--- src/rtl/udp_tx_pkg.sv ---
// Shared definitions for the UDP transmit packet scheduler.
//   - state encodings (3-bit) and the FSM state type
//   - bytes-per-word constant and default packet size in words
//   - width of the shared timeout/gap counter
package udp_tx_pkg;

  localparam logic [2:0] ENC_IDLE      = 3'd0;
  localparam logic [2:0] ENC_START     = 3'd1;
  localparam logic [2:0] ENC_SEND      = 3'd2;
  localparam logic [2:0] ENC_WAIT_DONE = 3'd3;
  localparam logic [2:0] ENC_GAP       = 3'd4;

  typedef enum logic [2:0] {
    IDLE      = ENC_IDLE,
    START     = ENC_START,
    SEND      = ENC_SEND,
    WAIT_DONE = ENC_WAIT_DONE,
    GAP       = ENC_GAP
  } state_t;

  localparam int unsigned BYTES_PER_WORD    = 4;
  localparam int unsigned DEF_WORDS_PER_PKT = 256;
  localparam int unsigned TMR_W             = 13;

endpackage

--- src/rtl/udp_tx_pkt_sched.sv ---
// Packet scheduler between the Flash-data FIFO read side and the UDP TX engine
// (single gmii_tx_clk domain). Waits for a full packet in the FIFO, pulses
// tx_start_en, forwards engine word requests to the FIFO read enable, waits
// for the engine's done, then enforces an inter-packet gap.
// Ports:
//   gmii_tx_clk, I_rst       clock, async active-high reset
//   sched_en, err_clr        scheduling enable (level), sticky-error clear (pulse)
//   rd_data_count,
//   fifo_empty, fifo_dout    FIFO read-side status and data
//   fifo_rd_en               FIFO read enable (combinational)
//   udp_tx_req, udp_tx_done  engine word request / packet-complete pulse
//   tx_start_en, tx_byte_num start pulse and packet byte count to the engine
//   tx_data                  fifo_dout passthrough
//   busy, pkt_cnt            activity flag, completed packet counter (wraps)
//   underflow_err,
//   timeout_err              sticky error flags
module udp_tx_pkt_sched
  import udp_tx_pkg::*;
#(
  parameter int unsigned WORDS_PER_PKT = DEF_WORDS_PER_PKT,
  parameter int unsigned CNT_W         = 9,
  parameter int unsigned DATA_W        = 32,
  parameter int unsigned GAP_CYCLES    = 12,
  parameter int unsigned DONE_TMO      = 4096
) (
  input  logic              gmii_tx_clk,
  input  logic              I_rst,
  input  logic              sched_en,
  input  logic              err_clr,
  input  logic [CNT_W-1:0]  rd_data_count,
  input  logic              fifo_empty,
  input  logic [DATA_W-1:0] fifo_dout,
  output logic              fifo_rd_en,
  input  logic              udp_tx_req,
  input  logic              udp_tx_done,
  output logic              tx_start_en,
  output logic [15:0]       tx_byte_num,
  output logic [DATA_W-1:0] tx_data,
  output logic              busy,
  output logic [15:0]       pkt_cnt,
  output logic              underflow_err,
  output logic              timeout_err
);

  localparam int unsigned WC_W = $clog2(WORDS_PER_PKT + 1);

  state_t            state, state_nxt;
  logic [WC_W-1:0]   word_cnt, word_cnt_nxt;
  logic [TMR_W-1:0]  tmr, tmr_nxt;
  logic [15:0]       pkt_cnt_nxt;
  logic              start_nxt;
  logic              underflow_nxt, timeout_nxt;
  logic              threshold_met;
  logic              rd_en;

  assign tx_data       = fifo_dout;
  assign fifo_rd_en    = rd_en;
  assign threshold_met = rd_data_count >= CNT_W'(WORDS_PER_PKT);

  // Read gating: only in SEND, only on a request the FIFO can serve.
  always_comb begin
    rd_en = 1'b0;
    if (state == SEND) begin
      rd_en = udp_tx_req && !fifo_empty && (word_cnt < WC_W'(WORDS_PER_PKT));
    end
  end

  // State and counter registers.
  always_ff @(posedge gmii_tx_clk or posedge I_rst) begin
    if (I_rst) begin
      state         <= IDLE;
      word_cnt      <= '0;
      tmr           <= '0;
      pkt_cnt       <= '0;
      tx_start_en   <= 1'b0;
      busy          <= 1'b0;
      underflow_err <= 1'b0;
      timeout_err   <= 1'b0;
      tx_byte_num   <= 16'(WORDS_PER_PKT * BYTES_PER_WORD);
    end else begin
      state         <= state_nxt;
      word_cnt      <= word_cnt_nxt;
      tmr           <= tmr_nxt;
      pkt_cnt       <= pkt_cnt_nxt;
      tx_start_en   <= start_nxt;
      busy          <= (state_nxt != IDLE);
      underflow_err <= underflow_nxt;
      timeout_err   <= timeout_nxt;
      tx_byte_num   <= 16'(WORDS_PER_PKT * BYTES_PER_WORD);
    end
  end

  // Next-state, counters and sticky errors. Clear is applied first so a
  // same-cycle error set overrides it.
  always_comb begin
    state_nxt     = state;
    word_cnt_nxt  = word_cnt;
    tmr_nxt       = tmr;
    pkt_cnt_nxt   = pkt_cnt;
    start_nxt     = 1'b0;
    underflow_nxt = underflow_err;
    timeout_nxt   = timeout_err;

    if (err_clr) begin
      underflow_nxt = 1'b0;
      timeout_nxt   = 1'b0;
    end

    case (state)
      IDLE: begin
        if (sched_en && threshold_met) begin
          state_nxt = START;
          start_nxt = 1'b1;
        end
      end

      START: begin
        word_cnt_nxt = '0;
        state_nxt    = SEND;
      end

      SEND: begin
        if (rd_en) begin
          word_cnt_nxt = word_cnt + WC_W'(1);
          // Leave on the edge that takes the last word.
          if (word_cnt == WC_W'(WORDS_PER_PKT - 1)) begin
            state_nxt = WAIT_DONE;
            tmr_nxt   = '0;
          end
        end
        if (udp_tx_req && fifo_empty) begin
          underflow_nxt = 1'b1;
        end
      end

      WAIT_DONE: begin
        if (udp_tx_done) begin
          pkt_cnt_nxt = pkt_cnt + 16'd1;
          state_nxt   = GAP;
          tmr_nxt     = '0;
        end else if (tmr == TMR_W'(DONE_TMO - 1)) begin
          timeout_nxt = 1'b1;
          state_nxt   = GAP;
          tmr_nxt     = '0;
        end else begin
          tmr_nxt = tmr + TMR_W'(1);
        end
      end

      GAP: begin
        if (tmr == TMR_W'(GAP_CYCLES - 1)) begin
          state_nxt = IDLE;
          tmr_nxt   = '0;
        end else begin
          tmr_nxt = tmr + TMR_W'(1);
        end
      end

      default: begin
        state_nxt = IDLE;
      end
    endcase
  end

endmodule
--- config.mk ---
export PLATFORM = sky130hd
export DESIGN_NAME = udp_tx_pkt_sched
export DESIGN_NICKNAME = d
export VERILOG_FILES = /design/src/rtl/udp_tx_pkg.sv /design/src/rtl/udp_tx_pkt_sched.sv
export SDC_FILE = /design/constraint.sdc
export NUM_CORES = 1
export LEC_CHECK = 0
export BUFFER_PORTS_ARGS = -buffer_cell sky130_fd_sc_hd__buf_2
export CORE_ASPECT_RATIO = 1.1
export CORE_MARGIN = 4
export CORE_UTILIZATION = 50
export DETAILED_ROUTE_END_ITERATION = 7
export PLACE_DENSITY = 0.83
export SKIP_LAST_GASP = 1
export SLEW_MARGIN = 30
export SYNTH_ARGS = -nofsm -noshare
export SYNTH_HDL_FRONTEND = slang
export SYNTH_SLANG_ARGS = --single-unit
--- constraint.sdc ---
create_clock -name gmii_tx_clk -period 3.09 [get_ports gmii_tx_clk]
set_input_delay 0.309 -clock gmii_tx_clk [delete_from_list [all_inputs] [get_ports gmii_tx_clk]]
set_output_delay 0.309 -clock gmii_tx_clk [all_outputs]
set_load 0.01 [all_outputs]
Yosys cells after proc, flatten, opt, wreduce, memory -nomap -nowiden
Cells that the tools add are included.
{"block": "word_totals", "out_inout_bits": 69, "input_bits": 48, "ff_bits": 45}
{"block": "classes", "order_cmp": 2, "n_reduce_logical": 12, "n_eq_ne": 9, "addsub": 3, "n_mux": 25}
{"cell": "$mux W13", "n": 5}
{"cell": "$pmux W13 S3", "n": 1}
{"cell": "$mux W3", "n": 6}
{"cell": "$pmux W9 S2", "n": 1}
{"cell": "$add A16 B1 Y16 const B", "n": 1}
{"cell": "$pmux W3 S5", "n": 1}
{"cell": "$add A13 B1 Y13 const B", "n": 1}
{"cell": "$eq A13 B12 Y1 const B", "n": 1}
{"cell": "$eq A13 B4 Y1 const B", "n": 1}
{"cell": "$mux W1", "n": 10}
{"cell": "$add A9 B1 Y9 const B", "n": 1}
{"cell": "$eq A9 B8 Y1 const B", "n": 1}
{"cell": "$ge A9 B9 Y1 const B", "n": 1}
{"cell": "$lt A9 B9 Y1 const B", "n": 1}
{"cell": "$mux W9", "n": 1}
{"cell": "$eq A3 B2 Y1 const B", "n": 2}
{"cell": "$reduce_bool A3 Y1", "n": 2}
{"cell": "$logic_and A1 B1 Y1", "n": 4}
{"cell": "$reduce_and A2 Y1", "n": 2}
{"cell": "$eq A3 B1 Y1 const B", "n": 1}
{"cell": "$eq A3 B3 Y1 const B", "n": 1}
{"cell": "$logic_not A3 Y1", "n": 1}
{"cell": "$reduce_and A3 Y1", "n": 1}
{"cell": "$ne A2 B1 Y1 const B", "n": 1}
{"cell": "3 further kinds", "n": 3}

Depth between registers and ports, before layout
{"block": "logic_depth", "depth_word": 7, "mapped_depth": 9, "depth_no_buf": 9}

Worst setup path after synthesis
Ideal clock, no wire load.
{"block": "synth_timing", "kind": "reg2reg", "from": "register word_cnt[0]", "to": "register tmr[4]", "n_path_buf": 1, "t_required_ns": 3.016, "arrival_time_ns": 1.837, "slack_ns": 1.179, "path_stages_with_launch": 10, "setup_time_ns": 0.074, "path_cell_list": "dfrtp_1 -> ha_1 -> nand2_1 -> nor2_1 -> ha_1 -> nor4bb_1 -> a211oi_2 -> buf_2 -> nand2_1 -> o21ai_2"}
{"block": "synth_between", "elab_chain_len": 5}
{"element": "start, declared", "line": "udp_tx_pkt_sched.sv:48", "text": "logic [WC_W-1:0] word_cnt, word_cnt_nxt;"}
{"element": "start signal, assigned", "line": "udp_tx_pkt_sched.sv:82", "text": "word_cnt <= word_cnt_nxt;"}
{"element": "$lt A9 B9 Y1", "line": "udp_tx_pkt_sched.sv:64", "text": "rd_en = udp_tx_req && !fifo_empty && (word_cnt < WC_W'(WORDS_PER_PKT));"}
{"element": "$logic_and A1 B1 Y1", "line": "udp_tx_pkt_sched.sv:64"}
{"element": "$mux W1", "line": "udp_tx_pkt_sched.sv:63", "text": "if (state == SEND) begin"}
{"element": "$ne A2 B2 Y1 (no source line)"}
{"element": "$reduce_and A3 Y1 (no source line) (*)"}
{"element": "end signal, assigned", "line": "udp_tx_pkt_sched.sv:83", "text": "tmr <= tmr_nxt;"}
{"element": "end, declared", "line": "udp_tx_pkt_sched.sv:49", "text": "logic [TMR_W-1:0] tmr, tmr_nxt;"}
Mark *: on every way between the ends. The rest lies on a longest branch, timed or not.
A chain may end at the register's enable or synchronous reset.

Final worst setup path
{"block": "layout_timing", "from": "register word_cnt[0]", "to": "register tmr[5]"}
Same word-level chain as after synthesis.

==> run summary <==
Final Wtd Congestion - 0.782
Inst Count DP - 343
Seq cells post-synth - 45
Met3 Use GR - 0.0361
# nets final - 330
Worst reg2reg setup slack - 0.83 ns
Quantity of I/O buffers inserted on ports - 28
CP max FO - 18
Post-synth EDFFs - 0
Max incr delay on CP - 0.65 ns
XOR/XNOR Fraction of Synth Area - 0.0774
Cell area after synthesis - 2720 um2
Slew @ Worst Pin - 0.718 ns
Synth Area in Compound Gates - 0.100
Pin count of the biggest net entering global routing - 27
RSZ-0062 raised after global routing - no
CP required - 3.26 ns
Drt wl/cell - 12.6 um
CP Launch Type - register
Vias in the first global route - 1582
Root Buffer - clkbuf_8
FFs w/ async S/R, synth - 1.00
Routed via count - 1796
CTS H-Tree Depth - 2
Commonest non-fill, non-tap cell in the layout - dfrtp_1
TritonCTS clock tree - yes
Setup violations, final - 0
Syn-to-layout area delta - -1.29%
Clock slew at reported path FFs - 0.08 ns
Detail Route Antenna Nets - 0
Largest family of logic cells by synthesized area - simple AND/OR/NAND/NOR gates
Global-route wire length before repair - 7400 um
Final worst slack - 0.826 ns
Avg Vias per Cell - 5.12
Cell row count - 27
Fin. max-slew vios - 0
Met2 Usage GRT - 0.206
Total gr overflow - 0
Commonest non-fill, non-tap cells in the layout - 45 x dfrtp_1, 33 x nand2_1, 28 x buf_2, 21 x nor2_1, 16 x conb_1
Detailed Routing Iterations Pass 1 - 4
GRT busiest layer - met2
Status - completed
Post-synthesis cell count - 283
Ports - 117
Met1 Track Usage GR - 0.187
Core area - 5130 um2
Antenna diode count - 0
DP Worst Slack - 0.855 ns
Crit path max-delay cell type - a211oi_4
Worst min-delay path category - in -> async
DRT iter0 DRCs - 64
GRT Util Overall - 0.138
Top_reg_cell synth - dfrtp_1
Max-cap violations - 0
Post-Route Setup TNS - 0 ns
Chip width - 78.3 um
Worst Clk Skew - 0.00720 ns
Worst-skew pair later-pin latency - 0.29 ns
Ratio of total power to cell area - 553 nW/um2
DRC Markers - 0
Clk buf depth - 2
Upper clock frequency limit - 442 MHz
CTS buffer count - 5
Cts-stage hold buffer count - 0
Die Ht - 85.3 um
Die ar. - 6680 um2
Post-synthesis mux area share - 0.00829
WS Path Type - reg -> reg
Crit-path cells - ha_1 > nand2_1 > nor2_1 > ha_1 > nor4bb_1 > a211oi_4 > nor3_1 > a21oi_1 > o21ai_2
Routed Wire Length - 4430 um
Minimum clock period - 2.26 ns
Hold Vio Cnt, Final - 0
Adder-cell share of the synthesized area - 0.0184
Initial antenna violation count - 0
Layout cells sized above 1 - 0.211
Post-CTS sizing - 0
YS warnings - 0
Post-synthesis area per instance - 9.60 um2
Dpl hpwl - 3250 um
Sequential area share after synthesis - 0.415
Max VDD drop - 0.326 mV
Finished Layout Cells - 351
CP arrival - 2.44 ns
Unique masters post-synth - 51
Simple-gate share of the synthesized area - 0.216
CP dominant cell by count - ha_1
Crit. End Element - register
Max-slew headroom - 0.520
Setup Buffers After CTS - 0
Clock Sinks - 45
Period Utilization, post-route - 0.733
Pleak - 1.25 nW
Initial Util - 0.529
[worst max-delay path, delay by kind of cell (launching register included)]
kind | cells | cell delay, ns
AO/OA/AOI/OAI | 3 | 0.88
adder cells (fa/ha/maj) | 2 | 0.44
flip-flops | 1 | 0.42
AND/OR/NAND/NOR | 4 | 0.38
[power by group]
group / switching (mW) / leakage [nW] / total [mW] / internal (mW)
combinational: 0.223 / 0.589 / 0.366 / 0.143
sequential: 0.107 / 0.614 / 0.776 / 0.668
clock: 0.185 / 0.0450 / 0.342 / 0.157
total: 0.516 / 1.25 / 1.48 / 0.968
[cells by family after synthesis]
family	count (synthesis)
adder cells (fa/ha/maj)	4
AO/OA/AOI/OAI	35
XOR/XNOR	24
flip-flops	45
buffers and inverters	62
multiplexers	2
other	2
AND/OR/NAND/NOR	109
[per-layer routing]
| layer | vias up | wire (um) |
|---|---|---|
| met3 | 9 | 263 |
| met1 | 846 | 2070 |
| li1 | 897 | - |
| met5 | - | 0 |
| met4 | 0 | 96 |
| met2 | 44 | 2000 |
[flip-flops by register name (all words and copies together), names as in the netlist]
name,flops
pkt_cnt,16
busy,1
timeout_err,1
state,3
tmr,13
underflow_err,1
tx_start_en,1
word_cnt,9
[synthesized netlist by cell type (2+ instances only)]
master / number / area (um2)
a211o_1: 2 / 17.5
a21oi_1: 4 / 20.0
and4_1: 3 / 26.3
buf_2: 4 / 20.0
buf_4: 48 / 360
conb_1: 2 / 7.51
dfrtp_1: 45 / 1130
ha_1: 4 / 50.1
inv_1: 7 / 26.3
mux2_2: 2 / 22.5
nand2_1: 33 / 124
nand3_1: 11 / 55.1
nand4_1: 11 / 68.8
nor2_1: 21 / 78.8
nor3_1: 8 / 40.0
nor3b_1: 2 / 15.0
nor4_1: 3 / 18.8
o211ai_1: 2 / 15.0
o21ai_0: 6 / 30.0
o21ai_1: 3 / 15.0
o21ai_2: 9 / 78.8
or3_4: 2 / 22.5
xnor2_1: 15 / 131
xor2_1: 9 / 78.8
[final timing paths]
| path | start | end | cells after the start |
|---|---|---|---|
| worst max-delay path | word_cnt[0] | tmr[5] | 9 |
| worst min-delay path | I_rst | word_cnt[4] | 2 |
| worst max register to register | word_cnt[0] | tmr[5] | 9 |
| worst min register to register | pkt_cnt[15] | pkt_cnt[15] | 1 |
| max in group asynchronous | I_rst | tmr[5] | 3 |
| min in group gmii_tx_clk | err_clr | timeout_err | 2 |
[area by class of cell]
class                      count  area (um2)
clock buffer                   6        72.6
inverter                       7        26.3
clock inverter                 2        10.0
timing repair buffer          29         148
tap                           72        90.1
fill                         484        2450
multi-input combinational    190        1210
sequential                    45        1130
[stage by stage]
step | area (um2) | power [mW] | util | hold WS, ns
2_1_floorplan | 2770 | 1.13 | - | 0.396
3_3_place_gp | 2590 | 1.14 | 0.505 | 0.363
3_5_place_dp | 2600 | 1.16 | 0.506 | 0.362
4_1_cts | 2680 | 1.51 | 0.522 | 0.0397
5_1_grt | 2680 | 1.60 | 0.522 | 0.0595
6_report | 2680 | 1.48 | 0.522 | 0.0328
(Power assumes the default switching activity.)
